File: src/rtl/vend_dispense_scheduler.sv
// Vending transaction controller: coin credit, multi-item pricing, serialised dispense and change payout.
// Latency: coin->credit 1 cycle, buy->first disp_req_o 2 cycles, final done->change_valid_o 2 cycles.
// Backpressure: one dispenser req/done handshake at a time, per-item timeout refund; optional VEND_STOCK_EN adds restock_i and stock counters.
module vend_dispense_scheduler #(
  parameter int PRICE_COLD    = 20,
  parameter int PRICE_DAIRY   = 10,
  parameter int PRICE_BISC    = 15,
  parameter int PRICE_REDBULL = 40,
  parameter int PRICE_CHOC    = 25,
  parameter int DISP_TIMEOUT  = 255
) (
  input  logic       clk,
  input  logic       rst,
  input  logic       coin_valid_i,
  input  logic [8:0] coin_value_i,
  input  logic [4:0] sel_i,
  input  logic       buy_i,
  input  logic       cancel_i,
  output logic       disp_req_o,
  output logic [2:0] disp_item_o,
  input  logic       disp_done_i,
  output logic       change_valid_o,
  output logic [8:0] change_o,
  output logic [8:0] credit_o,
  output logic       insufficient_o,
  output logic       coin_reject_o,
  output logic       busy_o
`ifdef VEND_STOCK_EN
  ,
  input  logic       restock_i
`endif
);

  localparam int CW = (DISP_TIMEOUT < 2) ? 1 : $clog2(DISP_TIMEOUT + 1);

  typedef enum logic [2:0] {
    S_IDLE, S_CHECK, S_ISSUE, S_WAIT, S_GAP, S_CHANGE
  } state_t;

  state_t        state_q, state_d;
  logic [8:0]    credit_q, credit_d;
  logic [4:0]    pending_q, pending_d;
  logic [CW-1:0] cnt_q, cnt_d;
  logic          insuf_q, insuf_d;
  logic          rej_q, rej_d;

  logic [10:0]   total;
  logic [2:0]    item;
  logic [4:0]    item_mask;
  logic          coin_legal;
  logic [9:0]    coin_sum;
  logic          stock_out;

  function automatic logic [8:0] price_of(input logic [2:0] idx);
    case (idx)
      3'd0:    price_of = 9'(PRICE_COLD);
      3'd1:    price_of = 9'(PRICE_DAIRY);
      3'd2:    price_of = 9'(PRICE_BISC);
      3'd3:    price_of = 9'(PRICE_REDBULL);
      3'd4:    price_of = 9'(PRICE_CHOC);
      default: price_of = 9'd0;
    endcase
  endfunction

  // Price the pending mask and pick its lowest set bit as the item to serve next.
  always_comb begin
    total = 11'd0;
    item  = 3'd0;
    for (int i = 4; i >= 0; i--) begin
      if (pending_q[i]) begin
        total = total + 11'(price_of(3'(i)));
        item  = 3'(i);
      end
    end
    item_mask = 5'd1 << item;
  end

  assign coin_legal = (coin_value_i == 9'd5)  || (coin_value_i == 9'd10) ||
                      (coin_value_i == 9'd20) || (coin_value_i == 9'd50) ||
                      (coin_value_i == 9'd100);
  // Summed one bit wider so an overflowing coin is refused instead of wrapping credit.
  assign coin_sum   = {1'b0, credit_q} + {1'b0, coin_value_i};

`ifdef VEND_STOCK_EN
  logic [4:0][3:0] stock_q;
  logic [4:0]      stock_empty;

  // Flag items whose stock counter has run dry.
  always_comb begin
    stock_empty = 5'd0;
    for (int i = 0; i < 5; i++) begin
      stock_empty[i] = (stock_q[i] == 4'd0);
    end
  end

  assign stock_out = |(pending_q & stock_empty);

  // Restock refills every counter and beats a same-cycle decrement; timed-out items keep their count.
  always_ff @(posedge clk) begin
    if (rst) begin
      stock_q <= {5{4'd15}};
    end else if (restock_i) begin
      stock_q <= {5{4'd15}};
    end else if ((state_q == S_WAIT) && disp_done_i) begin
      stock_q[item] <= stock_q[item] - 4'd1;
    end
  end
`else
  assign stock_out = 1'b0;
`endif

  // Transaction sequencing: credit bookkeeping, dispense serialisation and one-cycle status pulses.
  always_comb begin
    state_d   = state_q;
    credit_d  = credit_q;
    pending_d = pending_q;
    cnt_d     = cnt_q;
    insuf_d   = 1'b0;
    rej_d     = coin_valid_i;
    case (state_q)
      S_IDLE: begin
        if (coin_valid_i && coin_legal && (coin_sum <= 10'd511)) begin
          credit_d = coin_sum[8:0];
          rej_d    = 1'b0;
        end
        // Cancel always suppresses a simultaneous buy, even with nothing to refund.
        if (cancel_i) begin
          if (credit_q != 9'd0) state_d = S_CHANGE;
        end else if (buy_i) begin
          pending_d = sel_i;
          state_d   = S_CHECK;
        end
      end
      S_CHECK: begin
        if (pending_q == 5'd0) begin
          state_d = S_IDLE;
        end else if ((total > {2'b00, credit_q}) || stock_out) begin
          insuf_d   = 1'b1;
          pending_d = 5'd0;
          state_d   = S_IDLE;
        end else begin
          credit_d = credit_q - total[8:0];
          cnt_d    = '0;
          state_d  = S_ISSUE;
        end
      end
      S_ISSUE: begin
        state_d = S_WAIT;
      end
      S_WAIT: begin
        // Completion takes priority over a timeout landing in the same cycle.
        if (disp_done_i) begin
          pending_d = pending_q & ~item_mask;
          state_d   = S_GAP;
        end else if (cnt_q == CW'(DISP_TIMEOUT - 1)) begin
          credit_d  = credit_q + price_of(item);
          pending_d = pending_q & ~item_mask;
          state_d   = S_GAP;
        end else begin
          cnt_d = cnt_q + 1'b1;
        end
      end
      S_GAP: begin
        if (pending_q != 5'd0) begin
          cnt_d   = '0;
          state_d = S_ISSUE;
        end else begin
          state_d = S_CHANGE;
        end
      end
      S_CHANGE: begin
        credit_d = 9'd0;
        state_d  = S_IDLE;
      end
      default: begin
        state_d = S_IDLE;
      end
    endcase
  end

  // State and datapath registers; reset abandons any transaction in flight.
  always_ff @(posedge clk) begin
    if (rst) begin
      state_q   <= S_IDLE;
      credit_q  <= 9'd0;
      pending_q <= 5'd0;
      cnt_q     <= '0;
      insuf_q   <= 1'b0;
      rej_q     <= 1'b0;
    end else begin
      state_q   <= state_d;
      credit_q  <= credit_d;
      pending_q <= pending_d;
      cnt_q     <= cnt_d;
      insuf_q   <= insuf_d;
      rej_q     <= rej_d;
    end
  end

  assign disp_req_o     = (state_q == S_ISSUE) || (state_q == S_WAIT);
  assign disp_item_o    = disp_req_o ? item : 3'd0;
  assign change_valid_o = (state_q == S_CHANGE);
  assign change_o       = change_valid_o ? credit_q : 9'd0;
  assign credit_o       = credit_q;
  assign insufficient_o = insuf_q;
  assign coin_reject_o  = rej_q;
  assign busy_o         = (state_q != S_IDLE);

endmodule
File: config.mk
export PLATFORM = sky130hd
export DESIGN_NAME = vend_dispense_scheduler
export DESIGN_NICKNAME = d
export VERILOG_FILES = /design/src/rtl/vend_dispense_scheduler.sv
export SDC_FILE = /design/constraint.sdc
export NUM_CORES = 1
export LEC_CHECK = 0
export ABC_AREA = 1
export CORE_ASPECT_RATIO = 2
export CORE_MARGIN = 8
export CORE_UTILIZATION = 30
export DETAILED_ROUTE_END_ITERATION = 10
export DONT_BUFFER_PORTS = 1
export PLACE_DENSITY = 0.48
export SYNTH_ARGS = -nofsm -noshare
export SYNTH_HDL_FRONTEND = slang
export SYNTH_SLANG_ARGS = --single-unit
File: constraint.sdc
create_clock -name clk -period 5 [get_ports clk]
set_clock_uncertainty 0.15 [all_clocks]
set_input_delay 1.25 -clock clk [delete_from_list [all_inputs] [get_ports clk]]
set_output_delay 1.25 -clock clk [all_outputs]
set_load 0.1 [all_outputs]
## After elaboration in Yosys (flattened, before gate mapping)

Index checks and enable logic that the tools add are counted.

- Shifts and indexed selects: 1
- Equality and inequality tests: 28
- Reduce and logical (&&, ||, !) cells: 21
- $add $sub $neg: 8
- Bitwise gates (word level): 3
- Order comparisons: 2
- Muxes and demuxes: 51

Operators by type and width:

| cell | number |
|---|---|
| 9-bit two-way mux | 13 |
| 11-bit by 9-bit adder with 11-bit output | 4 |
| 11-bit two-way mux | 4 |
| 8-bit two-way mux | 5 |
| 3-bit two-way mux | 12 |
| 9-bit one-hot mux with 4 select lines | 1 |
| 5-bit two-way mux | 7 |
| 6-bit one-hot mux with 5 select lines | 1 |
| 8-bit one-hot mux with 3 select lines | 1 |
| 2-bit != test (second input constant) | 10 |
| 6-bit AND reduction | 3 |
| 3-bit one-hot mux with 5 select lines | 1 |
| 5-bit one-hot mux with 3 select lines | 1 |
| 3-bit by 2-bit == test with 1-bit output (second input constant) | 4 |
| 11-bit by 9-bit greater-than comparator with 1-bit output | 1 |
| 9-bit by 9-bit adder with 10-bit output | 1 |
| 10-bit by 9-bit <= comparator with 1-bit output (second input constant) | 1 |
| 9-bit adder | 1 |
| 3-bit == test (second input constant) | 3 |
| 9-bit by 3-bit == test with 1-bit output (second input constant) | 1 |
| 9-bit by 4-bit == test with 1-bit output (second input constant) | 1 |
| 9-bit by 5-bit == test with 1-bit output (second input constant) | 1 |
| 9-bit by 6-bit == test with 1-bit output (second input constant) | 1 |
| 9-bit by 7-bit == test with 1-bit output (second input constant) | 1 |
| 21 further kinds | 35 |

- Input bits: 20
- Register bits: 27
- Output and inout port bits: 26

## Depth between registers and ports, before layout

- Depth after elaboration: 14
- Gate-level depth with buffers: 29
- Depth with buffers taken out: 29

## Worst setup path before layout

OpenSTA, ideal clock, no wires.

- Kind: reg-to-output
- Start point: reg state_q[2]
- End point: out disp_item_o[1]
- Slack: 0.891 ns
- Required time: 3.600 ns
- Buffers on the path: 1
- Arrival time: 2.709 ns
- Stages on the path, launching flop included: 5
- Cell sequence: dfxtp_1 > buf_4 > inv_1 > nand2_1 > nor3_1

- Cells in the longest elaborated chain, start to end: 3
- Elaborated cells between the ends (all ways): 4
- Those cells by class: eq/ne (2); mux (1); reduce/logical (1)

Ends and longest elaborated chain:

| what | RTL line | text |
|---|---|---|
| from (decl) | 40 | `state_t state_q, state_d;` |
| from (signal assigned) | 191 | `state_q <= state_d;` |
| 3-bit by 2-bit == test with 1-bit output | 200 | `assign disp_req_o = (state_q == S_ISSUE) \|\| (state_q == S_WAIT);` |
| 1-bit logical OR * | 200 |  |
| 3-bit two-way mux * | 201 | `assign disp_item_o = disp_req_o ? item : 3'd0;` |
| to (decl) | 20 | `output logic [2:0] disp_item_o,` |

Every way passes the cells marked *; elsewhere a longest branch is shown, timed or not.

## Worst setup path after layout

- Start point: reg pending_q[4]
- End point: reg credit_q[8], in the netlist credit_o[8]

- Cells in the longest elaborated chain, start to end: 14
- Elaborated cells between the ends (all ways): 35
- Those cells by class: add/sub (6); order compare (1); eq/ne (6); mux (19); reduce/logical (3)

Ends and longest elaborated chain:

| what | RTL line | text |
|---|---|---|
| from (decl) | 42 | `logic [4:0] pending_q, pending_d;` |
| from (signal assigned) | 193 | `pending_q <= pending_d;` |
| branches (longest 14 deep; another with 11-bit by 9-bit adder with 11-bit output) | - |  |
| to (signal assigned) | 192 | `credit_q <= credit_d;` |
| to (decl) | 41 | `logic [8:0] credit_q, credit_d;` |

Several ways; the timed one is not identified. The select of a mux whose other input is x is not followed.
A chain may end at the register's enable or synchronous reset.

==> flow_metrics.tcl <==
set metrics [dict create \
    post-cts-setup-buffers 0 \
    crit_path_max_fanout 8 \
    syn-cell-area_um2 3174 \
    ys_seq_area_share_pct 17.03 \
    multi_input_area_um2 2316 \
    grt_pass1_vias 3268 \
    n_antenna_cell 0 \
    fin_tns_setup_ns 0 \
    synth_common_cells "nand2_1 (98), inv_1 (68), nor2_1 (57)" \
    post_drt_wl_per_cell_um 15.34 \
    core-area_um2 10410 \
    insertion_delay_ns 0.28 \
    ff_latch_area_um2 540.5 \
    ant_nets 0 \
    dp_hpwl_mm 8.600 \
    avgSynthCellArea_um2 6.361 \
    path_depth 29 \
    fill_cells 1179 \
    r2r_slack_ns 0.65 \
    cpPeakStageDelay_ns 0.49 \
    ff2ff_path_depth 29 \
    grt_max_degree 17 \
    portBuffers 0 \
    arrival_ns 4.36 \
    grt_usage_pct 14.47 \
    worstSetupPathType "reg -> reg" \
    drcViolationCount 0 \
    cts_tree "done" \
    fmax_mhz 230.0 \
    h-tree-depth 1 \
    grt_pass1_wl_mm 15.90 \
    start_kind "register" \
    dr.pass1.iters 4 \
    clkSlewWorstSetupHoldPaths_ns 0.08 \
    nNetsFinal 573 \
    synth_top_area_share_pct 17.03 \
    max-slew-margin-rel_pct 22.46 \
    crit_required_ns 5.01 \
    worstMarginPinSlew_ns 1.162 \
    fp.dieW_um 88.74 \
    holdCritPathClass "reg -> reg" \
    design.die.area_um2 14330 \
    syn_nets 558 \
    grt_setup_unrepaired "no" \
    synth_top_area_cell "dfxtp_1" \
    drive_gt1_share_pct 16.18 \
    drtIter0Drc 143 \
    tritoncts.num_buffers 3 \
    fin_crit_ns 4.348 \
    slowest_stage "dfxtp_1" \
    status "finished, final reports clean" \
    synth-main-ff-cell "dfxtp_1" \
    synth_cell_types 49 \
    syn_inst 499 \
    vias 3227 \
    synth.most_common_cell "nand2_1" \
    crit_top_cell "nand2_1" \
    avgViaCountPerCell 4.965 \
    gp_congestion 0.8596 \
    synth-edff-count 0 \
    ios 46 \
    hold_depth 2 \
    finalSetupViolations 0 \
    rows 53 \
    pre_cts_slack_ns 0.6958 \
    clk_path_buf_depth 2 \
    root_buffer "clkbuf_16" \
    setup_ws_ns 0.6522 \
    synthTopCellsByArea "dfxtp_1 (17%), ha_1 (15%), nand2_1 (12%)" \
    ctsResizeCount 0 \
    critPathBufInv 4 \
    dieHeight_um 161.5 \
    worstSetupEndpointType "register" \
    start_util_pct 30.49 \
    max-cap-violations 0 \
    crit_family "simple AND/OR/NAND/NOR gates" \
    ys_warn_count 0 \
    hold_buffers 0 \
    whs_ns 0.3595 \
    period_share_pct 86.96 \
    cts_sinks 27 \
    antenna_found_initial 0 \
    wl_mm 9.974 \
    grt_overflow_total 0 \
    ys_async_sr_fraction_pct 0 \
    ys_ff_latch 27 \
    area.growth.synth_to_final_pct 12.34 \
    drv_slew 0 \
    hold_viol 0 \
]
-- path summary, 6_finish.rpt --
kind | startpoint | to
setup / recovery | pending_q[4] | credit_o[8]
hold reg to reg | cnt_q[2] | cnt_q[2]
setup reg to reg | pending_q[4] | credit_o[8]
hold / removal | cnt_q[2] | cnt_q[2]
-- worst reg2reg max path: cells and delay by family, from the launching register on --
kind                     cells  cell delay [ns]
AND/OR/NAND/NOR             15             1.28
AO/OA/AOI/OAI                7             1.02
adder cells (fa/ha/maj)      3             0.93
flip-flops                   1             0.49
buffers and inverters        4             0.34
-- placed cells by master, fill, tap and decap left out, types with 17 or more instances in the layout --
cell     instances
a21oi_1         33
buf_4           17
dfxtp_1         27
ha_1            37
inv_1           68
nand2_1         98
nand3_1         25
nor2_1          46
nor2_2          17
o21ai_0         36
-- flip-flops by register name (all words and copies together), names as in the netlist --
signal and flops:
credit_o 9, cnt_q 8, coin_reject_o 1, state_q 3, pending_q 5, insufficient_o 1
-- cells by family (layout without fill, tap and decap cells) --
kind of cell | Yosys count | in the layout | synth area share, %
xor gates and xnor gates | 5 | 5 | 1.380
DFF | 27 | 27 | 17.03
buffers and inverters | 88 | 102 | 11.04
adders and majority gates | 39 | 39 | 15.85
AOI/OAI and AO/OA | 103 | 103 | 18.96
and+or+nand+nor | 237 | 237 | 35.75
-- final cells by class --
class,count,area share [%]
Multi-Input combinational cell,384,64.95
Sequential cell,27,15.16
Inverter,80,8.421
Tap cell,137,4.807
Timing Repair Buffer,18,4.351
Clock buffer,3,2.105
Clock inverter,1,0.2105
-- metal layers --
layer / wire length [um] / up-vias / track usage (%)
met1: 3391 / 1463 / 12.85
met3: 372 / 18 / 2.239
li1: - / 1686 / -
met4: 331 / 0 / 6.594
met5: 0 / - / 0
met2: 5879 / 60 / 29.15
-- metrics by stage --
step / cells / area (um2) / util [%]
floorplan: 499 / 3174 / -
global placement: 646 / 3483 / 33.46
detailed placement: 646 / 3483 / 33.46
CTS: 650 / 3566 / 34.25
global route: 650 / 3566 / 34.25
finish: 650 / 3566 / 34.25
Power is not shown: default switching activity piles up to over one toggle a cycle in this logic, so the estimate is an artifact.
